`src/rtl/mips_ctrl_pkg.sv`:
```
`default_nettype none
// ============================================================================
// Module      : mips_ctrl_pkg
// Description : Shared types and constants for the multicycle MIPS control
//               unit: FSM state enum, opcode/funct codes, ALUControl codes,
//               ALUSrcB mux codes and the internal ALUOp class.
//               The HALT state exists only when ILLEGAL_TRAP_EN is defined.
// Revision    : 1.0 - initial release
// ============================================================================
package mips_ctrl_pkg;

   // Opcodes (Instr[31:26])
   localparam logic [5:0] c_OP_RTYPE = 6'h00;
   localparam logic [5:0] c_OP_LW    = 6'h23;
   localparam logic [5:0] c_OP_SW    = 6'h2B;
   localparam logic [5:0] c_OP_BEQ   = 6'h04;
   localparam logic [5:0] c_OP_BNE   = 6'h05;
   localparam logic [5:0] c_OP_ADDI  = 6'h08;

   // R-type function fields (Instr[5:0])
   localparam logic [5:0] c_FUNCT_ADD = 6'h20;
   localparam logic [5:0] c_FUNCT_SUB = 6'h22;
   localparam logic [5:0] c_FUNCT_AND = 6'h24;
   localparam logic [5:0] c_FUNCT_OR  = 6'h25;
   localparam logic [5:0] c_FUNCT_NOR = 6'h27;
   localparam logic [5:0] c_FUNCT_SLT = 6'h2A;

   // ALUControl codes
   localparam logic [3:0] c_ALU_AND = 4'b0000;
   localparam logic [3:0] c_ALU_OR  = 4'b0001;
   localparam logic [3:0] c_ALU_ADD = 4'b0010;
   localparam logic [3:0] c_ALU_SUB = 4'b0110;
   localparam logic [3:0] c_ALU_SLT = 4'b0111;
   localparam logic [3:0] c_ALU_NOR = 4'b1100;

   // ALUSrcB mux select codes
   localparam logic [1:0] c_SRCB_B       = 2'b00;
   localparam logic [1:0] c_SRCB_FOUR    = 2'b01;
   localparam logic [1:0] c_SRCB_IMM     = 2'b10;
   localparam logic [1:0] c_SRCB_IMM_SH2 = 2'b11;

   // FSM states
   typedef enum logic [3:0] {
      INIT     = 4'd0,
      FETCH    = 4'd1,
      DECODE   = 4'd2,
      MEMADR   = 4'd3,
      MEMRD    = 4'd4,
      MEMWB    = 4'd5,
      MEMWR    = 4'd6,
      RTYPE_EX = 4'd7,
      RTYPE_WB = 4'd8,
      BRANCH   = 4'd9,
      ADDI_EX  = 4'd10,
      ADDI_WB  = 4'd11
`ifdef ILLEGAL_TRAP_EN
      ,
      HALT     = 4'd12
`endif
   } state_e;

   // ALU operation class derived from the current state; NONE yields the
   // all-zero ALUControl used in states that do not drive the ALU.
   typedef enum logic [1:0] {
      ALUOP_NONE  = 2'b00,
      ALUOP_ADD   = 2'b01,
      ALUOP_SUB   = 2'b10,
      ALUOP_FUNCT = 2'b11
   } alu_op_e;

endpackage
`default_nettype wire

```
`src/rtl/multicycle_control_unit_if.sv`:
```
`default_nettype none
// ============================================================================
// Module      : multicycle_control_unit_if
// Description : Bundle between the control unit and the multicycle datapath.
//               master : control unit (consumes OP/Funct/Zero, drives controls)
//               slave  : datapath side (drives OP/Funct/Zero, consumes controls)
//               Signals: OP, Funct, Zero, initial_sel, PCWrite, IorD,
//               MemWrite, IRWrite, RegDst, MemtoReg, RegWrite, PCSrc,
//               ALUSrcA, ALUSrcB[1:0], ALUControl[3:0], state_o[3:0],
//               halted_o.
// Revision    : 1.0 - initial release
// ============================================================================
interface multicycle_control_unit_if #(
   parameter int OP_W    = 6,
   parameter int FUNCT_W = 6
);
   logic [OP_W-1:0]    OP;
   logic [FUNCT_W-1:0] Funct;
   logic               Zero;

   logic               initial_sel;
   logic               PCWrite;
   logic               IorD;
   logic               MemWrite;
   logic               IRWrite;
   logic               RegDst;
   logic               MemtoReg;
   logic               RegWrite;
   logic               PCSrc;
   logic               ALUSrcA;
   logic [1:0]         ALUSrcB;
   logic [3:0]         ALUControl;
   logic [3:0]         state_o;
   logic               halted_o;

   modport master (
      input  OP, Funct, Zero,
      output initial_sel, PCWrite, IorD, MemWrite, IRWrite, RegDst,
             MemtoReg, RegWrite, PCSrc, ALUSrcA, ALUSrcB, ALUControl,
             state_o, halted_o
   );

   modport slave (
      output OP, Funct, Zero,
      input  initial_sel, PCWrite, IorD, MemWrite, IRWrite, RegDst,
             MemtoReg, RegWrite, PCSrc, ALUSrcA, ALUSrcB, ALUControl,
             state_o, halted_o
   );
endinterface
`default_nettype wire

```
`src/rtl/multicycle_control_unit_alu_decoder.sv`:
```
`default_nettype none
// ============================================================================
// Module      : alu_decoder
// Description : Combinational ALU decoder. Maps the state-derived ALUOp and
//               the instruction Funct field to ALUControl and a funct_legal
//               flag. An unknown Funct under ALUOP_FUNCT yields ADD and
//               funct_legal=0 so the FSM can discard the instruction.
//   alu_op_i      : ALU operation class from the FSM
//   funct_i       : Instr[5:0]
//   alu_control_o : ALUControl code
//   funct_legal_o : 0 only for an unrecognised R-type Funct
// Revision    : 1.0 - initial release
// ============================================================================
module alu_decoder
   import mips_ctrl_pkg::*;
#(
   parameter int FUNCT_W = 6
) (
   input  alu_op_e            alu_op_i,
   input  logic [FUNCT_W-1:0] funct_i,
   output logic [3:0]         alu_control_o,
   output logic               funct_legal_o
);

   always_comb begin
      alu_control_o = c_ALU_AND;
      funct_legal_o = 1'b1;
      case (alu_op_i)
         ALUOP_ADD: alu_control_o = c_ALU_ADD;
         ALUOP_SUB: alu_control_o = c_ALU_SUB;
         ALUOP_FUNCT: begin
            case (funct_i)
               FUNCT_W'(c_FUNCT_ADD): alu_control_o = c_ALU_ADD;
               FUNCT_W'(c_FUNCT_SUB): alu_control_o = c_ALU_SUB;
               FUNCT_W'(c_FUNCT_AND): alu_control_o = c_ALU_AND;
               FUNCT_W'(c_FUNCT_OR):  alu_control_o = c_ALU_OR;
               FUNCT_W'(c_FUNCT_NOR): alu_control_o = c_ALU_NOR;
               FUNCT_W'(c_FUNCT_SLT): alu_control_o = c_ALU_SLT;
               default: begin
                  // Unknown (or X) funct: harmless ADD, flagged illegal
                  alu_control_o = c_ALU_ADD;
                  funct_legal_o = 1'b0;
               end
            endcase
         end
         default: alu_control_o = c_ALU_AND;
      endcase
   end

endmodule
`default_nettype wire

```
`src/rtl/multicycle_control_unit.sv`:
```
`default_nettype none
// ============================================================================
// Module      : multicycle_control_unit
// Description : Moore FSM sequencing the multicycle MIPS datapath (lw, sw,
//               R-type add/sub/and/or/slt/nor, beq, bne, addi). Outputs are
//               decoded from the state register only, except PCWrite in
//               BRANCH which also follows the live Zero flag.
//               Build option ILLEGAL_TRAP_EN: when defined, an illegal
//               opcode/funct traps into a sticky HALT state (halted_o=1);
//               when undefined, illegal instructions retire as NOPs.
//   clk   : system clock, rising edge
//   reset : asynchronous, active-low reset
//   bus   : control/datapath bundle (master side)
// Revision    : 1.0 - initial release
// ============================================================================
module multicycle_control_unit
   import mips_ctrl_pkg::*;
#(
   parameter int OP_W    = 6,
   parameter int FUNCT_W = 6
) (
   input  logic                       clk,
   input  logic                       reset,
   multicycle_control_unit_if.master  bus
);

`ifdef ILLEGAL_TRAP_EN
   localparam state_e c_ILLEGAL_NEXT = HALT;
`else
   localparam state_e c_ILLEGAL_NEXT = FETCH;
`endif

   state_e     state_q;
   state_e     state_d;
   alu_op_e    w_alu_op;
   logic [3:0] w_alu_control;
   logic       w_funct_legal;

   // ------------------------------------------------------------------
   // State register: the async reset forces INIT, and with it every
   // write enable low, in the same instant reset falls.
   // ------------------------------------------------------------------
   always_ff @(posedge clk or negedge reset) begin
      if (!reset) begin
         state_q <= INIT;
      end else begin
         state_q <= state_d;
      end
   end

   // ------------------------------------------------------------------
   // Next-state logic
   // ------------------------------------------------------------------
   always_comb begin
      state_d = state_q;
      case (state_q)
         INIT:   state_d = FETCH;
         FETCH:  state_d = DECODE;
         DECODE: begin
            // X or unknown opcodes fall through to the default arm
            case (bus.OP)
               OP_W'(c_OP_LW),
               OP_W'(c_OP_SW):    state_d = MEMADR;
               OP_W'(c_OP_RTYPE): state_d = RTYPE_EX;
               OP_W'(c_OP_BEQ),
               OP_W'(c_OP_BNE):   state_d = BRANCH;
               OP_W'(c_OP_ADDI):  state_d = ADDI_EX;
               default:           state_d = c_ILLEGAL_NEXT;
            endcase
         end
         MEMADR:   state_d = (bus.OP == OP_W'(c_OP_SW)) ? MEMWR : MEMRD;
         MEMRD:    state_d = MEMWB;
         MEMWB:    state_d = FETCH;
         MEMWR:    state_d = FETCH;
         // An illegal funct skips write-back entirely
         RTYPE_EX: state_d = w_funct_legal ? RTYPE_WB : c_ILLEGAL_NEXT;
         RTYPE_WB: state_d = FETCH;
         BRANCH:   state_d = FETCH;
         ADDI_EX:  state_d = ADDI_WB;
         ADDI_WB:  state_d = FETCH;
`ifdef ILLEGAL_TRAP_EN
         HALT:     state_d = HALT;
`endif
         default:  state_d = INIT;
      endcase
   end

   // ------------------------------------------------------------------
   // ALU operation class per state, resolved by the ALU decoder
   // ------------------------------------------------------------------
   always_comb begin
      w_alu_op = ALUOP_NONE;
      case (state_q)
         FETCH, DECODE, MEMADR, ADDI_EX: w_alu_op = ALUOP_ADD;
         BRANCH:                         w_alu_op = ALUOP_SUB;
         RTYPE_EX:                       w_alu_op = ALUOP_FUNCT;
         default:                        w_alu_op = ALUOP_NONE;
      endcase
   end

   alu_decoder #(
      .FUNCT_W (FUNCT_W)
   ) u_alu_decoder (
      .alu_op_i      (w_alu_op),
      .funct_i       (bus.Funct),
      .alu_control_o (w_alu_control),
      .funct_legal_o (w_funct_legal)
   );

   // ------------------------------------------------------------------
   // Output decoder: everything defaults to 0 and each state raises only
   // the controls it needs.
   // ------------------------------------------------------------------
   always_comb begin
      bus.initial_sel = 1'b0;
      bus.PCWrite     = 1'b0;
      bus.IorD        = 1'b0;
      bus.MemWrite    = 1'b0;
      bus.IRWrite     = 1'b0;
      bus.RegDst      = 1'b0;
      bus.MemtoReg    = 1'b0;
      bus.RegWrite    = 1'b0;
      bus.PCSrc       = 1'b0;
      bus.ALUSrcA     = 1'b0;
      bus.ALUSrcB     = c_SRCB_B;
      case (state_q)
         INIT: bus.initial_sel = 1'b1;
         FETCH: begin
            bus.IRWrite = 1'b1;
            bus.ALUSrcB = c_SRCB_FOUR;
            bus.PCWrite = 1'b1;
         end
         // Branch target is precomputed into ALUOut here
         DECODE: bus.ALUSrcB = c_SRCB_IMM_SH2;
         MEMADR: begin
            bus.ALUSrcA = 1'b1;
            bus.ALUSrcB = c_SRCB_IMM;
         end
         MEMRD: bus.IorD = 1'b1;
         MEMWB: begin
            bus.MemtoReg = 1'b1;
            bus.RegWrite = 1'b1;
         end
         MEMWR: begin
            bus.IorD     = 1'b1;
            bus.MemWrite = 1'b1;
         end
         RTYPE_EX: bus.ALUSrcA = 1'b1;
         RTYPE_WB: begin
            bus.RegDst   = 1'b1;
            bus.RegWrite = 1'b1;
         end
         BRANCH: begin
            bus.ALUSrcA = 1'b1;
            bus.PCSrc   = 1'b1;
            // Only Mealy-style term: taken decision follows live Zero
            bus.PCWrite = (bus.OP == OP_W'(c_OP_BNE)) ? ~bus.Zero : bus.Zero;
         end
         ADDI_EX: begin
            bus.ALUSrcA = 1'b1;
            bus.ALUSrcB = c_SRCB_IMM;
         end
         ADDI_WB: bus.RegWrite = 1'b1;
         default: ;
      endcase
   end

   assign bus.ALUControl = w_alu_control;
   assign bus.state_o    = state_q;

`ifdef ILLEGAL_TRAP_EN
   assign bus.halted_o = (state_q == HALT);
`else
   assign bus.halted_o = 1'b0;
`endif

endmodule
`default_nettype wire

```
`src/flat_wrapper.sv`:
```
// flat-port wrapper written by rule: the top's interface ports become plain ports
module multicycle_control_unit_flat import mips_ctrl_pkg::*;
#(
   parameter int OP_W    = 6,
   parameter int FUNCT_W = 6
)
  (clk, reset, bus_OP, bus_Funct, bus_Zero, bus_initial_sel, bus_PCWrite, bus_IorD, bus_MemWrite, bus_IRWrite, bus_RegDst, bus_MemtoReg, bus_RegWrite, bus_PCSrc, bus_ALUSrcA, bus_ALUSrcB, bus_ALUControl, bus_state_o, bus_halted_o);
  multicycle_control_unit_if #(.OP_W(OP_W), .FUNCT_W(FUNCT_W)) bus_i ();
  input  logic clk;
  input  logic reset;
  input wire logic [$bits(bus_i.OP)-1:0] bus_OP;
  input wire logic [$bits(bus_i.Funct)-1:0] bus_Funct;
  input wire logic [$bits(bus_i.Zero)-1:0] bus_Zero;
  output wire logic [$bits(bus_i.initial_sel)-1:0] bus_initial_sel;
  output wire logic [$bits(bus_i.PCWrite)-1:0] bus_PCWrite;
  output wire logic [$bits(bus_i.IorD)-1:0] bus_IorD;
  output wire logic [$bits(bus_i.MemWrite)-1:0] bus_MemWrite;
  output wire logic [$bits(bus_i.IRWrite)-1:0] bus_IRWrite;
  output wire logic [$bits(bus_i.RegDst)-1:0] bus_RegDst;
  output wire logic [$bits(bus_i.MemtoReg)-1:0] bus_MemtoReg;
  output wire logic [$bits(bus_i.RegWrite)-1:0] bus_RegWrite;
  output wire logic [$bits(bus_i.PCSrc)-1:0] bus_PCSrc;
  output wire logic [$bits(bus_i.ALUSrcA)-1:0] bus_ALUSrcA;
  output wire logic [$bits(bus_i.ALUSrcB)-1:0] bus_ALUSrcB;
  output wire logic [$bits(bus_i.ALUControl)-1:0] bus_ALUControl;
  output wire logic [$bits(bus_i.state_o)-1:0] bus_state_o;
  output wire logic [$bits(bus_i.halted_o)-1:0] bus_halted_o;
  assign bus_i.OP = bus_OP;
  assign bus_i.Funct = bus_Funct;
  assign bus_i.Zero = bus_Zero;
  assign bus_initial_sel = bus_i.initial_sel;
  assign bus_PCWrite = bus_i.PCWrite;
  assign bus_IorD = bus_i.IorD;
  assign bus_MemWrite = bus_i.MemWrite;
  assign bus_IRWrite = bus_i.IRWrite;
  assign bus_RegDst = bus_i.RegDst;
  assign bus_MemtoReg = bus_i.MemtoReg;
  assign bus_RegWrite = bus_i.RegWrite;
  assign bus_PCSrc = bus_i.PCSrc;
  assign bus_ALUSrcA = bus_i.ALUSrcA;
  assign bus_ALUSrcB = bus_i.ALUSrcB;
  assign bus_ALUControl = bus_i.ALUControl;
  assign bus_state_o = bus_i.state_o;
  assign bus_halted_o = bus_i.halted_o;
  multicycle_control_unit #(.OP_W(OP_W), .FUNCT_W(FUNCT_W)) u_core (.clk(clk), .reset(reset), .bus(bus_i));
endmodule
```
`config.mk`:
```
export PLATFORM = sky130hd
export DESIGN_NAME = multicycle_control_unit_flat
export DESIGN_NICKNAME = d
export VERILOG_FILES = /design/src/rtl/mips_ctrl_pkg.sv /design/src/rtl/multicycle_control_unit_if.sv /design/src/rtl/multicycle_control_unit_alu_decoder.sv /design/src/rtl/multicycle_control_unit.sv /design/src/flat_wrapper.sv
export SDC_FILE = /design/constraint.sdc
export NUM_CORES = 1
export LEC_CHECK = 0
export ABC_AREA = 1
export ABC_CLOCK_PERIOD_IN_PS = 1700
export CAP_MARGIN = 40
export CELL_PAD_IN_SITES_DETAIL_PLACEMENT = 1
export CELL_PAD_IN_SITES_GLOBAL_PLACEMENT = 2
export CORE_MARGIN = 2
export CORE_UTILIZATION = 17
export CTS_BUF_LIST = sky130_fd_sc_hd__clkbuf_4
export DETAILED_ROUTE_END_ITERATION = 6
export PLACE_DENSITY_LB_ADDON = 0.1
export SKIP_CTS_REPAIR_TIMING = 1
export SLEW_MARGIN = 20
export SYNTH_ARGS = -nofsm -noshare
export SYNTH_HDL_FRONTEND = slang
export SYNTH_HIERARCHICAL = 1
export SYNTH_SLANG_ARGS = --single-unit
```
`constraint.sdc`:
```
create_clock -name clk -period 1.7 [get_ports clk]
set_input_delay 0.34 -clock clk [delete_from_list [all_inputs] [get_ports clk]]
set_output_delay 0.34 -clock clk [all_outputs]
set_load 0.005 [all_outputs]
```
==> results by stage, run 1 <==
Synthesis:
- The sequential share of the synthesized area is 0.156.
- The count of mapped cells out of synthesis is 121.
- The cell taking the most area after synthesis is sky130_fd_sc_hd__nand2_1.
- By area the synthesized netlist is led by sky130_fd_sc_hd__nand2_1, sky130_fd_sc_hd__dfrtp_1, sky130_fd_sc_hd__inv_1.
- After synthesis, the share of cell area in mux cells is 0.
- Of the total synthesized cell area, the portion taken by full adders, half adders and majority gates is 0.
- The post-synth design cell area is 643 µm².
- Yosys mapped the design onto 21 distinct sky130hd cell types.
- The fraction of the mapped netlist area in compound gates is 0.0739.
- The mean cell area of the mapped netlist is between 5 and 6 µm².
- The number of nets in the synthesized netlist is 136.
- By area, the combinational part of the netlist is dominated by simple AND/OR/NAND/NOR gates.
- The area fraction of the dominant cell type after synthesis is 0.181.
- The xor and xnor fraction of the mapped netlist area is 0.
- Of the total synthesized cell area, the portion taken by AND, OR, NAND and NOR gates is 0.589.
- Synthesis inferred 4 register bits.
- The total of warnings raised by yosys is 6.

Layout:
- The core occupancy in the finished layout is 0.421.
- The multi-input combinational cells in the finished layout cover a total of 537 µm².
- Compared with the post-synthesis result, the final layout area differs by 140%.
- The storage element area is 105 µm².
- The number of antenna cells inserted is 0.
- The share of layout cells above drive strength 1 is 0.532.
- Counting the fill cells in the layout gives between 400 and 500.
- The flip-flop count of the largest register after layout is 4.
- The final net count is around 220.

Clocking:
- The clock transition at the registers of the reported paths is 40 ps.
- In this run the number of H-tree levels came out at 1.
- The clock passes through at most 2 buffers.
- The later pin in the worst-skew pair is clocked with a latency of approximately 240 ps.
- TritonCTS built the clock tree.
- Counting the buffers created by CTS gives 3.
- The clock root buffer is sky130_fd_sc_hd__clkbuf_4.
- Clock tree synthesis found a total of 4 sinks.

Routing:
- Summed over all layers, the routed wires come to around 2.8 mm.
- Dividing the detail-routed via count by the number of cells gives 4.02.
- Once detail routing completed, the nets flagged for antenna violations numbered 0.
- The average detailed-routed wire length per instance is 11.0 µm.
- For this run, design rule violations remaining after detail routing come to 0.
- The first detailed-routing pass took 3 iterations.
- The routed layout has 1017 vias.
- The violation count after the first detailed-routing iteration is 13.

GRT:
- The number of global-route vias before repair came to 955.
- The global routing stage identified its most utilized layer as met2.
- Across every metal layer, demand over resource in global routing totals 0.115.
- The met3 routing resource usage after global routing is 0.0154.
- The global routing met1 resource utilization is 0.146.
- The total overflow left after global routing is 0.
- The first global-routing pass estimated 4.00 mm of wire.
- The number of antenna violations at the first check in global routing is 0.
- The largest net degree at the start of global routing is 6.
- For this run, global-route usage on met2 was measured as 0.204.

Place:
- Summed over all nets, the half-perimeter wirelength after detailed placement is 2.13 mm.
- The number of buffer cells added on primary ports is 34.
- The congestion estimate from routability-driven global placement came to around 0.72.
- The worst-case setup slack after placement is -491 ps.

Critical path:
- The worst setup path is of the flop to primary output kind.
- Among cell families on the critical path, the largest total delay comes from simple AND/OR/NAND/NOR gates.
- The critical path contains buffers and inverters numbering 3 combined.
- The data arrival at the endpoint of the critical path is 1650 ps.
- STA classifies the critical path endpoint as a primary output.
- The kind of start point of the critical path is a flop.
- The highest cell delay on the worst timing path is 400 ps.
- The cell that appears most often on the critical path is sky130_fd_sc_hd__a21oi_2.
- The standard cell with the maximum stage delay on the critical path is sky130_fd_sc_hd__dfrtp_2.
- Of all nets on the critical path, the largest fanout is 4.
- The data required time at the worst endpoint is 1360 ps.
- The most critical setup path has its startpoint at u_core/bus.state_o[3].
- In this run the critical register-to-register path is launched from u_core/bus.state_o[3].
- Walking the worst path, the cells encountered are buf_6 > nor3_4 > a21oi_2 > nand4_1 > nand2_1 > buf_4 > a21oi_2 > clkbuf_2.

STA:
- The number of failing setup endpoints in the final timing report is 6.
- The final clock skew is 4.25 ps.
- Setup repair after global routing could not meet its margin everywhere.
- Dividing the final minimum period by the clock period gives 1.17.
- The max-slew violation total from the final report is 0.
- Once routing completed, OpenROAD measured the worst setup slack at -294 ps.
- The smallest clock period supported by the final layout is computed as 1990 ps.
- The final hold violation count was 0.
- The highest clock rate is 0.502 GHz.

Power and ir drop:
- Of the total power, the share spent switching nets is 0.440.
- The internal cell power is ~1.1 mW.
- The share of total power dissipated in sequential elements is 0.104.
- The static leakage power is 0.949 nW.
- Power spread over the standard cell area amounts to 1310 mW/mm².
- The switching component of the power is 888 µW.
- IR analysis of the VDD net gives a maximum drop of 0.357 mV.
- Of the total power, combinational logic draws 0.835.
- Of the total power, the clock network draws 0.061.

Die:
- For this design the top-level I/O count stands at 36.
- The chip width is about 66 µm.
- The core region is 0.00366 mm².
- The row count is 22.
- The initial core utilization is 0.176.
- The die covers 0.00429 mm².
- The height of the die is 65.5 µm.

Flow run:
- The number of max-cap violations is 0.

Worst hold path:
- The min-delay analysis places its worst path in the category input pin to asynchronous set/reset pin.

Run status:
- The flow ran to the end, but the final reports show violations.
- The final reports fail on setup timing.
-- layout by cell type, fill, tap and decap left out, types with 2 or more instances in the layout --
master	n
sky130_fd_sc_hd__buf_6	12
sky130_fd_sc_hd__inv_2	6
sky130_fd_sc_hd__nand3_2	6
sky130_fd_sc_hd__nand2_1	24
sky130_fd_sc_hd__inv_1	20
sky130_fd_sc_hd__nand3_1	6
sky130_fd_sc_hd__nor2_1	13
sky130_fd_sc_hd__a21oi_2	3
sky130_fd_sc_hd__nor2_4	7
sky130_fd_sc_hd__clkbuf_4	3
sky130_fd_sc_hd__inv_4	2
sky130_fd_sc_hd__buf_2	6
sky130_fd_sc_hd__nand4_1	4
sky130_fd_sc_hd__nand2_2	8
sky130_fd_sc_hd__clkbuf_2	4
sky130_fd_sc_hd__nand2_4	3
sky130_fd_sc_hd__nor2_2	6
sky130_fd_sc_hd__buf_4	38
sky130_fd_sc_hd__dlymetal6s2s_1	7
sky130_fd_sc_hd__clkdlybuf4s50_1	15
sky130_fd_sc_hd__dfrtp_2	4
-- cell families (layout without fill, tap and decap cells) --
group	count (synthesis)	count (layout)
buf+inv	29	113
other cells	1	1
simple gates	79	79
flops	4	4
compound gates	8	8
-- worst paths after layout --
| path | to | slack [ps] | depth (start not counted) |
|---|---|---|---|
| min reg2reg | u_core/bus.state_o[3] | 770 | 3 |
| max | bus_ALUControl[0] | -290 | 8 |
| max reg2reg | u_core/bus.state_o[3] | 10 | 11 |
| min in group clk | u_core/bus.state_o[3] | 770 | 3 |
| min | u_core/bus.state_o[0] | 300 | 1 |
| max in group asynchronous | u_core/bus.state_o[2] | 1220 | 1 |
-- per-stage QoR --
stage	hold WS (ps)	total power, mW	area (µm²)	instances	TNS [ps]
floorplan	44.4	0.686	643	121	0
global placement	544	1.57	1310	239	-3330
detailed placement	555	1.59	1310	239	-3600
CTS	292	1.73	1340	242	-7400
global route	299	2.21	1540	253	-2430
finish	295	2.02	1540	253	-1300
-- metal layers --
| layer | wire length (µm) | part of all wire |
|---|---|---|
| met2 | 1470 | 0.53 |
| met1 | 1160 | 0.42 |
| met3 | 128 | 0.046 |
| met4 | 24 | 0.0086 |
| met5 | 0 | 0 |
-- synthesized netlist by cell type --
cell type	instances
sky130_fd_sc_hd__inv_1	22
sky130_fd_sc_hd__nor2_1	19
sky130_fd_sc_hd__nor3_2	1
sky130_fd_sc_hd__o21ai_1	1
sky130_fd_sc_hd__nand3_2	2
sky130_fd_sc_hd__o31ai_1	1
sky130_fd_sc_hd__inv_2	6
sky130_fd_sc_hd__nand3_1	10
sky130_fd_sc_hd__nand4_1	4
sky130_fd_sc_hd__conb_1	1
sky130_fd_sc_hd__nor2_4	2
sky130_fd_sc_hd__a21oi_1	3
sky130_fd_sc_hd__a21oi_2	1
sky130_fd_sc_hd__nand2_1	31
sky130_fd_sc_hd__a31oi_1	1
sky130_fd_sc_hd__dfrtp_1	4
sky130_fd_sc_hd__nand3b_1	1
sky130_fd_sc_hd__nand2_2	4
sky130_fd_sc_hd__o21ai_0	1
sky130_fd_sc_hd__buf_4	1
sky130_fd_sc_hd__nor2_2	5
-- cell type report --
class / count / area share
Timing Repair Buffer: 82 / 0.459
Sequential cell: 4 / 0.0681
Clock buffer: 3 / 0.0146
Multi-Input combinational cell: 88 / 0.348
Tap cell: 48 / 0.0389
Inverter: 28 / 0.0714
-- power by group through the flow --
| stage | registers [mW] | clock network (mW) | logic (mW) |
|---|---|---|---|
| CTS | 0.203 | 0.129 | 1.39 |
| global route | 0.220 | 0.134 | 1.86 |
| detailed placement | 0.204 | 0 | 1.39 |
| finish | 0.210 | 0.123 | 1.69 |
| global placement | 0.203 | 0 | 1.37 |
| floorplan | 0.207 | 0 | 0.480 |
(Power assumes the default switching activity.)
==> run 2: changes to the inputs <==
--- a/config.mk
+++ b/config.mk
@@ -10,7 +10,7 @@
 export CAP_MARGIN = 40
 export CELL_PAD_IN_SITES_DETAIL_PLACEMENT = 1
 export CELL_PAD_IN_SITES_GLOBAL_PLACEMENT = 2
-export CORE_MARGIN = 2
+export CORE_MARGIN = 5
 export CORE_UTILIZATION = 17
 export CTS_BUF_LIST = sky130_fd_sc_hd__clkbuf_4
 export DETAILED_ROUTE_END_ITERATION = 6
==> run 2 against run 1 <==
  * The run still ends with setup timing left
  * Largest cell class unchanged
  * Worst setup slack improved by 37 ps
  * Die area rose by 19%
  * Global-route usage fell by 2.1 points
  * Maximum frequency rose by 1.9%
  * Clock power fell by 8%
  * Utilization rose by 1.1 points
  * Sequential power rose by 10%
  * Count of clock-buffer cells in the layout did not move
==> results by stage, run 2 (synthesis gave the netlist of run 1 again) <==
Critical path:
- The type of element capturing the critical path is a primary output (unchanged).
- The maximum net fanout on the critical path is 5 (was 4).
- The data required time at the worst endpoint is 1360 ps (about the same).
- The reg-to-reg startpoint is u_core/bus.state_o[0] (was u_core/bus.state_o[3]).
- The destination of the worst register-to-register timing path is u_core/bus.state_o[3] (unchanged).
- The length in cells of the worst reg-to-reg path came to 11 (unchanged).
- The register-to-register path setup slack came to 0 ps (was 10 ps).
- The kind of start point of the critical path is a flop (unchanged).
- The kind of critical path is flop to primary output (unchanged).
- The data arrival at the endpoint of the critical path is 1620 ps (was 1650 ps).

Power and ir drop:
- The power share of the combinational group is 0.837 (was 0.835).
- The sequential share of power is 0.110 (was 0.104).
- The power per cell area was 1340 mW/mm² (was 1310 mW/mm²).
- The static leakage power is 0.912 nW (was 0.949 nW).
- The maximum ir drop on the vdd rail is 0.383 mV (was 0.357 mV).
- The switching component of the power came to 911 µW (was 888 µW).
- The total power is 2.11 mW (was 2.02 mW).
- The internal cell power is 1.20 mW (was 1.13 mW).
- The switching part of the total is 0.431 (was 0.440).
- The clock power share is 0.054 (was 0.061).

Die:
- The number of top-level pins is 36 (unchanged).
- The floorplan core area is 0.00366 mm² (unchanged).
- The die outline area was 0.00511 mm² (was 0.00429 mm²).
- The chip width is 71.5 µm (was 65.5 µm).
- The height of the die is 71.5 µm (was 65.5 µm).
- The row count was 22 (unchanged).
- The initial core utilization was 0.176 (unchanged).

Clocking:
- The clock root buffer is sky130_fd_sc_hd__clkbuf_4 (unchanged).
- The total clock sinks was 4 (unchanged).
- The clock transition at the registers of the reported paths is 40 ps (about the same).
- The later-pin clock latency in the skew report is 230 ps (was 240 ps).
- The number of H-tree levels is 1 (unchanged).
- The CTS tree is yes (unchanged).
- The number of buffers between clock root and the deepest sink was 2 (unchanged).
- The number of buffers added by the clock tree synthesis step is 3 (unchanged).

Place:
- The number of buffer cells added on primary ports came to 34 (unchanged).
- The worst-case setup slack after placement came to -519 ps (was -491 ps).
- The final weighted congestion in routability-driven placement is 0.835 (was 0.721).
- The detailed placer's ending HPWL is 2.25 mm (was 2.13 mm).
- The post-placement cell count is 241 (was 239).

Layout:
- The number of cells in the finished layout apart from fillers came to 254 (was 253).
- The share of layout cells above drive strength 1 is 0.563 (was 0.532).
- Most frequent cells in the layout: sky130_fd_sc_hd__buf_4, sky130_fd_sc_hd__inv_1, sky130_fd_sc_hd__nand2_1, sky130_fd_sc_hd__clkdlybuf4s50_1 (was sky130_fd_sc_hd__buf_4, sky130_fd_sc_hd__nand2_1, sky130_fd_sc_hd__inv_1, sky130_fd_sc_hd__clkdlybuf4s50_1, sky130_fd_sc_hd__nor2_1).
- The final net count was 223 (was 222).
- The area added between synthesis and finish is 146% (was 140%).
- The number of antenna cells inserted is 0 (unchanged).
- The most common cell after layout, fill and taps aside is sky130_fd_sc_hd__buf_4 (unchanged).
- The flip-flop count of the largest register after layout is 4 (unchanged).

STA:
- The final period utilization was 1.15 (was 1.17).
- The final clock skew is 3.57 ps (was 4.25 ps).
- The worst-case hold slack is 311 ps (was 295 ps).
- The final critical delay including setup and external delays is 1960 ps (was 1990 ps).
- The number of failing setup endpoints in the final timing report is 12 (was 6).
- The post-layout worst setup margin is -257 ps (was -294 ps).
- Setup repair after global routing missed its margin: yes (unchanged).
- The highest clock rate was 0.511 GHz (was 0.502 GHz).
- The final hold violation count is 0 (unchanged).
- The max-slew violation total from the final report is 0 (unchanged).

Run status:
- Violations in the final reports: setup timing (unchanged).
- Outcome: complete, but fails checks (unchanged).

GRT:
- The global-route usage over all layers came to 0.0944 (was 0.115).
- The number of global-route vias before repair is 1029 (was 955).
- The first-pass GRT wire length came to 4.06 mm (was 4.00 mm).
- The number of antenna violations at the first check in global routing is 0 (unchanged).
- The remaining global-route overflow is 0 (unchanged).
- The largest net degree at the start of global routing is 6 (unchanged).

Routing:
- The average detailed-routed wire length per instance is 11.2 µm (was 11.0 µm).
- The wire length on met1 is 1.23 mm (was 1.16 mm).
- The wire length on met3 is 117 µm (was 128 µm).
- The post-detailed-routing wire length is 2.86 mm (was 2.78 mm).
- The DRC violation count after routing is 0 (unchanged).
- The remaining antenna violation count is 0 (unchanged).
- The iteration count of the initial detailed-routing pass is 4 (was 3).
- The number of vias in the routed layout is 1023 (was 1017).
- The highest routing layer actually used is met4 (unchanged).
- The wire length on met2 is 1.49 mm (was 1.47 mm).
- The violation count after the first detailed-routing iteration is 20 (was 13).
- The vias per cell came to 4.03 (was 4.02).

Worst hold path:
- The class of the tightest hold or removal check is input pin to asynchronous set/reset pin (unchanged).

Flow run:
- The number of max-cap violations is 0 (unchanged).
-- run 2: cell count changes in the layout (fill, tap and decap cells not counted), moves of 2 or more --
cell	previous run	this run
sky130_fd_sc_hd__nand2_1	24	20
sky130_fd_sc_hd__nand2_2	8	10
sky130_fd_sc_hd__nor2_4	7	5
sky130_fd_sc_hd__buf_6	12	14
sky130_fd_sc_hd__dlymetal6s2s_1	7	2
sky130_fd_sc_hd__clkdlybuf4s50_1	15	19
sky130_fd_sc_hd__nand2_4	3	5
-- run 2: worst max-delay path, stage by stage (launching register included) --
cell,delay (ps)
sky130_fd_sc_hd__dfrtp_2,430
sky130_fd_sc_hd__nand2_4,90
sky130_fd_sc_hd__nor3_4,230
sky130_fd_sc_hd__a21oi_2,60
sky130_fd_sc_hd__nand4_1,150
sky130_fd_sc_hd__buf_4,140
sky130_fd_sc_hd__nor2_1,40
sky130_fd_sc_hd__a31oi_1,130
sky130_fd_sc_hd__buf_2,130
-- run 2: power by group through the flow --
stage / clock [mW] / sequential (mW) / combinational, mW
after floorplan: 0 / 0.207 / 0.480
after global placement: 0 / 0.203 / 1.41
after detailed placement: 0 / 0.204 / 1.42
after CTS: 0.115 / 0.203 / 1.43
after global routing: 0.126 / 0.238 / 1.94
final: 0.113 / 0.232 / 1.77
-- run 2: how the worst max path moves through the flow --
stage	cells past startpoint	slack [ps]	end	start
floorplan	7	70	bus_ALUControl[1]	u_core/bus.state_o[3]
global placement	8	-450	bus_PCWrite	bus_OP[2]
detailed placement	8	-520	bus_PCWrite	bus_OP[2]
CTS	8	-690	bus_ALUControl[1]	u_core/bus.state_o[3]
global route	8	-390	bus_ALUControl[1]	u_core/bus.state_o[0]
finish	8	-260	bus_ALUControl[1]	u_core/bus.state_o[0]
-- run 2: area by class of cell --
class | count | area, µm²
Inverter | 28 | 108
Fill cell | 484 | 2080
Sequential cell | 4 | 105
Multi-Input combinational cell | 88 | 561
Tap cell | 48 | 60.1
Timing Repair Buffer | 83 | 726
Clock buffer | 3 | 22.5
-- run 2: through the flow --
stage | util | setup TNS, ps | area, µm²
2_1_floorplan | - | 0 | 643
3_3_place_gp | 0.363 | -3550 | 1330
3_5_place_dp | 0.363 | -3800 | 1330
4_1_cts | 0.369 | -7270 | 1350
5_1_grt | 0.432 | -3180 | 1580
6_report | 0.432 | -1900 | 1580
-- run 2: layer usage --
layer / track usage / vias up
met5: 0 / -
met4: 0.0188 / 0
met3: 0.0154 / 2
met2: 0.181 / 23
met1: 0.109 / 459
li1: - / 539
==> run 3: changes to the inputs <==
--- a/config.mk
+++ b/config.mk
@@ -5,17 +5,15 @@
 export SDC_FILE = /design/constraint.sdc
 export NUM_CORES = 1
 export LEC_CHECK = 0
-export ABC_AREA = 1
 export ABC_CLOCK_PERIOD_IN_PS = 1700
 export CAP_MARGIN = 40
 export CELL_PAD_IN_SITES_DETAIL_PLACEMENT = 1
 export CELL_PAD_IN_SITES_GLOBAL_PLACEMENT = 2
 export CORE_MARGIN = 5
-export CORE_UTILIZATION = 17
+export CORE_UTILIZATION = 18
 export CTS_BUF_LIST = sky130_fd_sc_hd__clkbuf_4
 export DETAILED_ROUTE_END_ITERATION = 6
 export PLACE_DENSITY_LB_ADDON = 0.1
-export SKIP_CTS_REPAIR_TIMING = 1
 export SLEW_MARGIN = 20
 export SYNTH_ARGS = -nofsm -noshare
 export SYNTH_HDL_FRONTEND = slang
==> run 3 against run 2 <==
  * The flow still finishes with violations (setup timing)
  * Largest cell class unchanged
  * Clock skew decreased by 2.9 ps
  * Die area down 11%
  * Critical endpoint is now bus_ALUControl[2]
  * Count of clock-buffer cells in the layout unchanged
  * Clock power is essentially flat
  * Largest power group unchanged
==> results by stage, run 3 <==
Run status:
- Outcome: complete, but fails checks (unchanged).
- Violations in the final reports: setup timing (unchanged).

Synthesis:
- The most used flip-flop cell after synthesis is sky130_fd_sc_hd__dfrtp_1 (unchanged).
- The area fraction of the dominant cell type after synthesis is 0.169 (was 0.181).
- The number of synthesized flops with an enable pin is 0 (unchanged).
- The mean cell area of the mapped netlist came to 6.56 µm² (was 5.32 µm²).
- The flip-flop and latch count after synthesis is 4 (unchanged).
- The most repeated cell in the gate-level netlist after synthesis is sky130_fd_sc_hd__nor2_1 (was sky130_fd_sc_hd__nand2_1).
- The total of warnings raised by yosys is 6 (unchanged).
- The number of nets in the synthesized netlist came to 105 (was 136).
- Commonest cells in the synthesized netlist: sky130_fd_sc_hd__nor2_1, sky130_fd_sc_hd__nand2_1, sky130_fd_sc_hd__nand2b_1, sky130_fd_sc_hd__inv_1, sky130_fd_sc_hd__o21ai_0 (was sky130_fd_sc_hd__nand2_1, sky130_fd_sc_hd__inv_1, sky130_fd_sc_hd__nor2_1, sky130_fd_sc_hd__nand3_1, sky130_fd_sc_hd__inv_2).
- The post-synth design cell area is 591 µm² (was 643 µm²).
- The share of async-settable or async-resettable flops after synthesis came to 1.00 (unchanged).
- The count of mapped cells out of synthesis is 90 (was 121).
- The cell taking the most area after synthesis is sky130_fd_sc_hd__dfrtp_1 (was sky130_fd_sc_hd__nand2_1).
- Leading post-synthesis cells by cell area: sky130_fd_sc_hd__dfrtp_1, sky130_fd_sc_hd__nor2_1, sky130_fd_sc_hd__nand2_1 (was sky130_fd_sc_hd__nand2_1, sky130_fd_sc_hd__dfrtp_1, sky130_fd_sc_hd__inv_1).
- The sequential share of the synthesized area is 0.169 (was 0.156).
- The distinct cell type count after synthesis is 34 (was 21).

STA:
- The number of failing setup endpoints in the final timing report came to 12 (unchanged).
- The final critical delay including setup and external delays was 2010 ps (was 1960 ps).
- The highest clock rate is 0.498 GHz (was 0.511 GHz).
- The max-slew violation total from the final report was 0 (unchanged).
- Setup repair after global routing missed its margin: yes (unchanged).
- The final hold violation count is 0 (unchanged).
- The final period utilization came to 1.18 (was 1.15).
- The final clock skew was 0.689 ps (was 3.57 ps).
- The post-layout worst setup margin is -308 ps (was -257 ps).

Routing:
- The average detailed-routed wire length per instance is 14.0 µm (was 11.2 µm).
- The post-detailed-routing wire length is 3.04 mm (was 2.86 mm).
- The iteration count of the initial detailed-routing pass is 4 (unchanged).
- The remaining antenna violation count is 0 (unchanged).
- The violation count after the first detailed-routing iteration is 17 (was 20).
- The vias per cell came to 4.58 (was 4.03).
- The DRC violation count after routing is 0 (unchanged).
- The number of vias in the routed layout was 993 (was 1023).

Layout:
- The final net count is 190 (was 223).
- The share of layout cells above drive strength 1 came to 0.624 (was 0.563).
- The number of antenna cells inserted is 0 (unchanged).
- The storage element area is 104 µm² (was 105 µm²).
- Most frequent cells in the layout: sky130_fd_sc_hd__buf_4, sky130_fd_sc_hd__buf_2, sky130_fd_sc_hd__nand2_1, sky130_fd_sc_hd__clkdlybuf4s50_1, sky130_fd_sc_hd__nor2_1 (was sky130_fd_sc_hd__buf_4, sky130_fd_sc_hd__inv_1, sky130_fd_sc_hd__nand2_1, sky130_fd_sc_hd__clkdlybuf4s50_1).
- The area added between synthesis and finish is 154% (was 146%).
- The most common cell after layout, fill and taps aside is sky130_fd_sc_hd__buf_4 (unchanged).
- The flip-flop count of the largest register after layout is 4 (unchanged).
- The multi-input logic area is 623 µm² (was 561 µm²).
- The core occupancy in the finished layout is 0.483 (was 0.432).
- The number of filler cells placed in the layout came to 410 (was 484).

GRT:
- The number of global-route vias before repair is 1057 (was 1029).
- The most used routing layer in global routing is met2 (unchanged).
- The global-route usage over all layers is 0.138 (was 0.0944).
- The largest net degree at the start of global routing is 14 (was 6).
- The global routing met1 resource utilization came to 0.166 (was 0.109).
- The number of antenna violations at the first check in global routing is 0 (unchanged).
- The first-pass GRT wire length came to 4.82 mm (was 4.06 mm).
- The met3 routing resource usage after global routing came to 0.0216 (was 0.0154).
- The remaining global-route overflow came to 0 (unchanged).
- The global routing usage on met2 came to 0.247 (was 0.181).

Power and ir drop:
- The sequential share of power is 0.098 (was 0.110).
- The switching part of the total was 0.432 (was 0.431).
- The internal cell power is 1.10 mW (was 1.20 mW).
- The static leakage power is 0.769 nW (was 0.912 nW).
- The switching component of the power was 833 µW (was 911 µW).
- The power share of the combinational group came to 0.844 (was 0.837).
- The clock power share was 0.058 (was 0.054).
- The maximum ir drop on the vdd rail came to 0.382 mV (was 0.383 mV).
- The total power is 1.93 mW (was 2.11 mW).
- The power per cell area is 1290 mW/mm² (was 1340 mW/mm²).

Clocking:
- The number of buffers added by the clock tree synthesis step was 3 (unchanged).
- The clock transition at the registers of the reported paths is 40 ps (about the same).
- The total clock sinks came to 4 (unchanged).
- The later-pin clock latency in the skew report was 230 ps (about the same).
- The number of buffers between clock root and the deepest sink is 2 (unchanged).
- In this run, post-CTS hold repair placed 0 buffers.
- The number of H-tree levels came to 1 (unchanged).
- The clock root buffer is sky130_fd_sc_hd__clkbuf_4 (unchanged).
- The CTS tree is yes (unchanged).

Die:
- The chip width is 67.3 µm (was 71.5 µm).
- The floorplan core area is 0.00310 mm² (was 0.00366 mm²).
- The initial core utilization is 0.190 (was 0.176).
- The row count is 20 (was 22).
- The die outline area is 0.00453 mm² (was 0.00511 mm²).
- The height of the die was 67.3 µm (was 71.5 µm).
- The number of top-level pins is 36 (unchanged).

Critical path:
- The kind of critical path is flop to primary output (unchanged).
- The maximum net fanout on the critical path is 6 (was 5).
- The destination of the worst register-to-register timing path is u_core/bus.state_o[0] (was u_core/bus.state_o[3]).
- The highest cell delay on the worst timing path is 450 ps (was 430 ps).
- The register-to-register path setup slack is -180 ps (was 0 ps).
- Cell-by-cell trace of the critical path: buf_4 > o22ai_4 > buf_6 > buf_4 > nor2b_4 > a41o_1 > buf_2 (was nand2_4 > nor3_4 > a21oi_2 > nand4_1 > buf_4 > nor2_1 > a31oi_1 > buf_2).
- The start point of the critical path was u_core/bus.state_o[2] (was u_core/bus.state_o[0]).
- The most frequent cell on the critical path is sky130_fd_sc_hd__buf_4.
- The standard cell with the maximum stage delay on the critical path was sky130_fd_sc_hd__dfrtp_2 (unchanged).
- The data arrival at the endpoint of the critical path came to 1670 ps (was 1620 ps).
- The kind of start point of the critical path is a flop (unchanged).
- The reg-to-reg startpoint is u_core/bus.state_o[2] (was u_core/bus.state_o[0]).
- The length in cells of the worst reg-to-reg path is 12 (was 11).
- The type of element capturing the critical path is a primary output (unchanged).
- The data required time at the worst endpoint is 1360 ps (about the same).

Place:
- The detailed placer's ending HPWL is 2.11 mm (was 2.25 mm).
- The final weighted congestion in routability-driven placement is 0.824 (was 0.835).
- The number of buffer cells added on primary ports was 34 (unchanged).

Worst hold path:
- The class of the tightest hold or removal check is input pin to asynchronous set/reset pin (unchanged).

Flow run:
- The number of max-cap violations is 0 (unchanged).
==> run 3: cell count changes after synthesis, moves of 6 or more <==
cell | before | now
sky130_fd_sc_hd__inv_1 | 22 | 5
sky130_fd_sc_hd__inv_2 | 6 | 0
sky130_fd_sc_hd__nand2_1 | 31 | 11
sky130_fd_sc_hd__nand2b_1 | 0 | 6
sky130_fd_sc_hd__nand3_1 | 10 | 1
sky130_fd_sc_hd__nor2_1 | 19 | 13
==> run 3: area by class of cell <==
class	count	area share
Multi-Input combinational cell	75	0.416
Inverter	5	0.0125
Timing Repair Buffer	86	0.450
Tap cell	44	0.0368
Sequential cell	4	0.0693
Clock buffer	3	0.0150
==> run 3: worst max-delay path: cells and delay by family, from the launching register on <==
family	cells	cell delay, ps
flip-flops	1	450
AND/OR/NAND/NOR	1	30
buffers and inverters	4	540
AO/OA/AOI/OAI	2	410
==> run 3: worst max path at each step <==
stage	endpoint
2_1_floorplan	bus_ALUControl[3]
3_3_place_gp	bus_PCWrite
3_5_place_dp	bus_PCWrite
4_1_cts	bus_ALUControl[1]
5_1_grt	bus_ALUControl[1]
6_report	bus_ALUControl[2]
==> run 3: per-stage QoR <==
stage          TNS, ps  area (µm²)  cells  setup WS (ps)  hold WS (ps)
2_1_floorplan    -18.3         621     90          -18.3          44.4
3_3_place_gp     -5790        1220    196           -827           549
3_5_place_dp     -6060        1220    196           -841           551
4_1_cts          -2430        1390    215           -402           306
5_1_grt          -3510        1500    217           -411           304
6_report         -2120        1500    217           -308           309
==> run 3: cell families (layout without fill, tap and decap cells) <==
kind of cell           after synthesis  in the layout  synth area share
and+or+nand+nor                     50             50             0.462
AOI/OAI and AO/OA                   23             23             0.263
buffers and inverters               11             94            0.0805
DFF                                  4              4             0.169
other                                1              1           0.00635
muxes                                1              1            0.0191
==> run 3: metal layers <==
layer  share of wire  up-vias
met3           0.035        2
li1                -      488
met2            0.54       22
met1            0.42      481
met4          0.0062        0
met5               0        -
==> run 3: power by group through the flow <==
stage	combinational (mW)	clock, mW	sequential [mW]
global placement	1.22	0	0.198
floorplan	0.530	0	0.165
global route	1.76	0.134	0.198
detailed placement	1.23	0	0.201
finish	1.63	0.112	0.190
CTS	1.50	0.117	0.188
==> run 3: repair_timing <==
item                       4_1_cts  5_1_grt
resized for setup               84       37
pin swaps                       13        9
hold endpoints to repair         0        0
setup endpoints to repair       22       17
setup buffers                   18        8
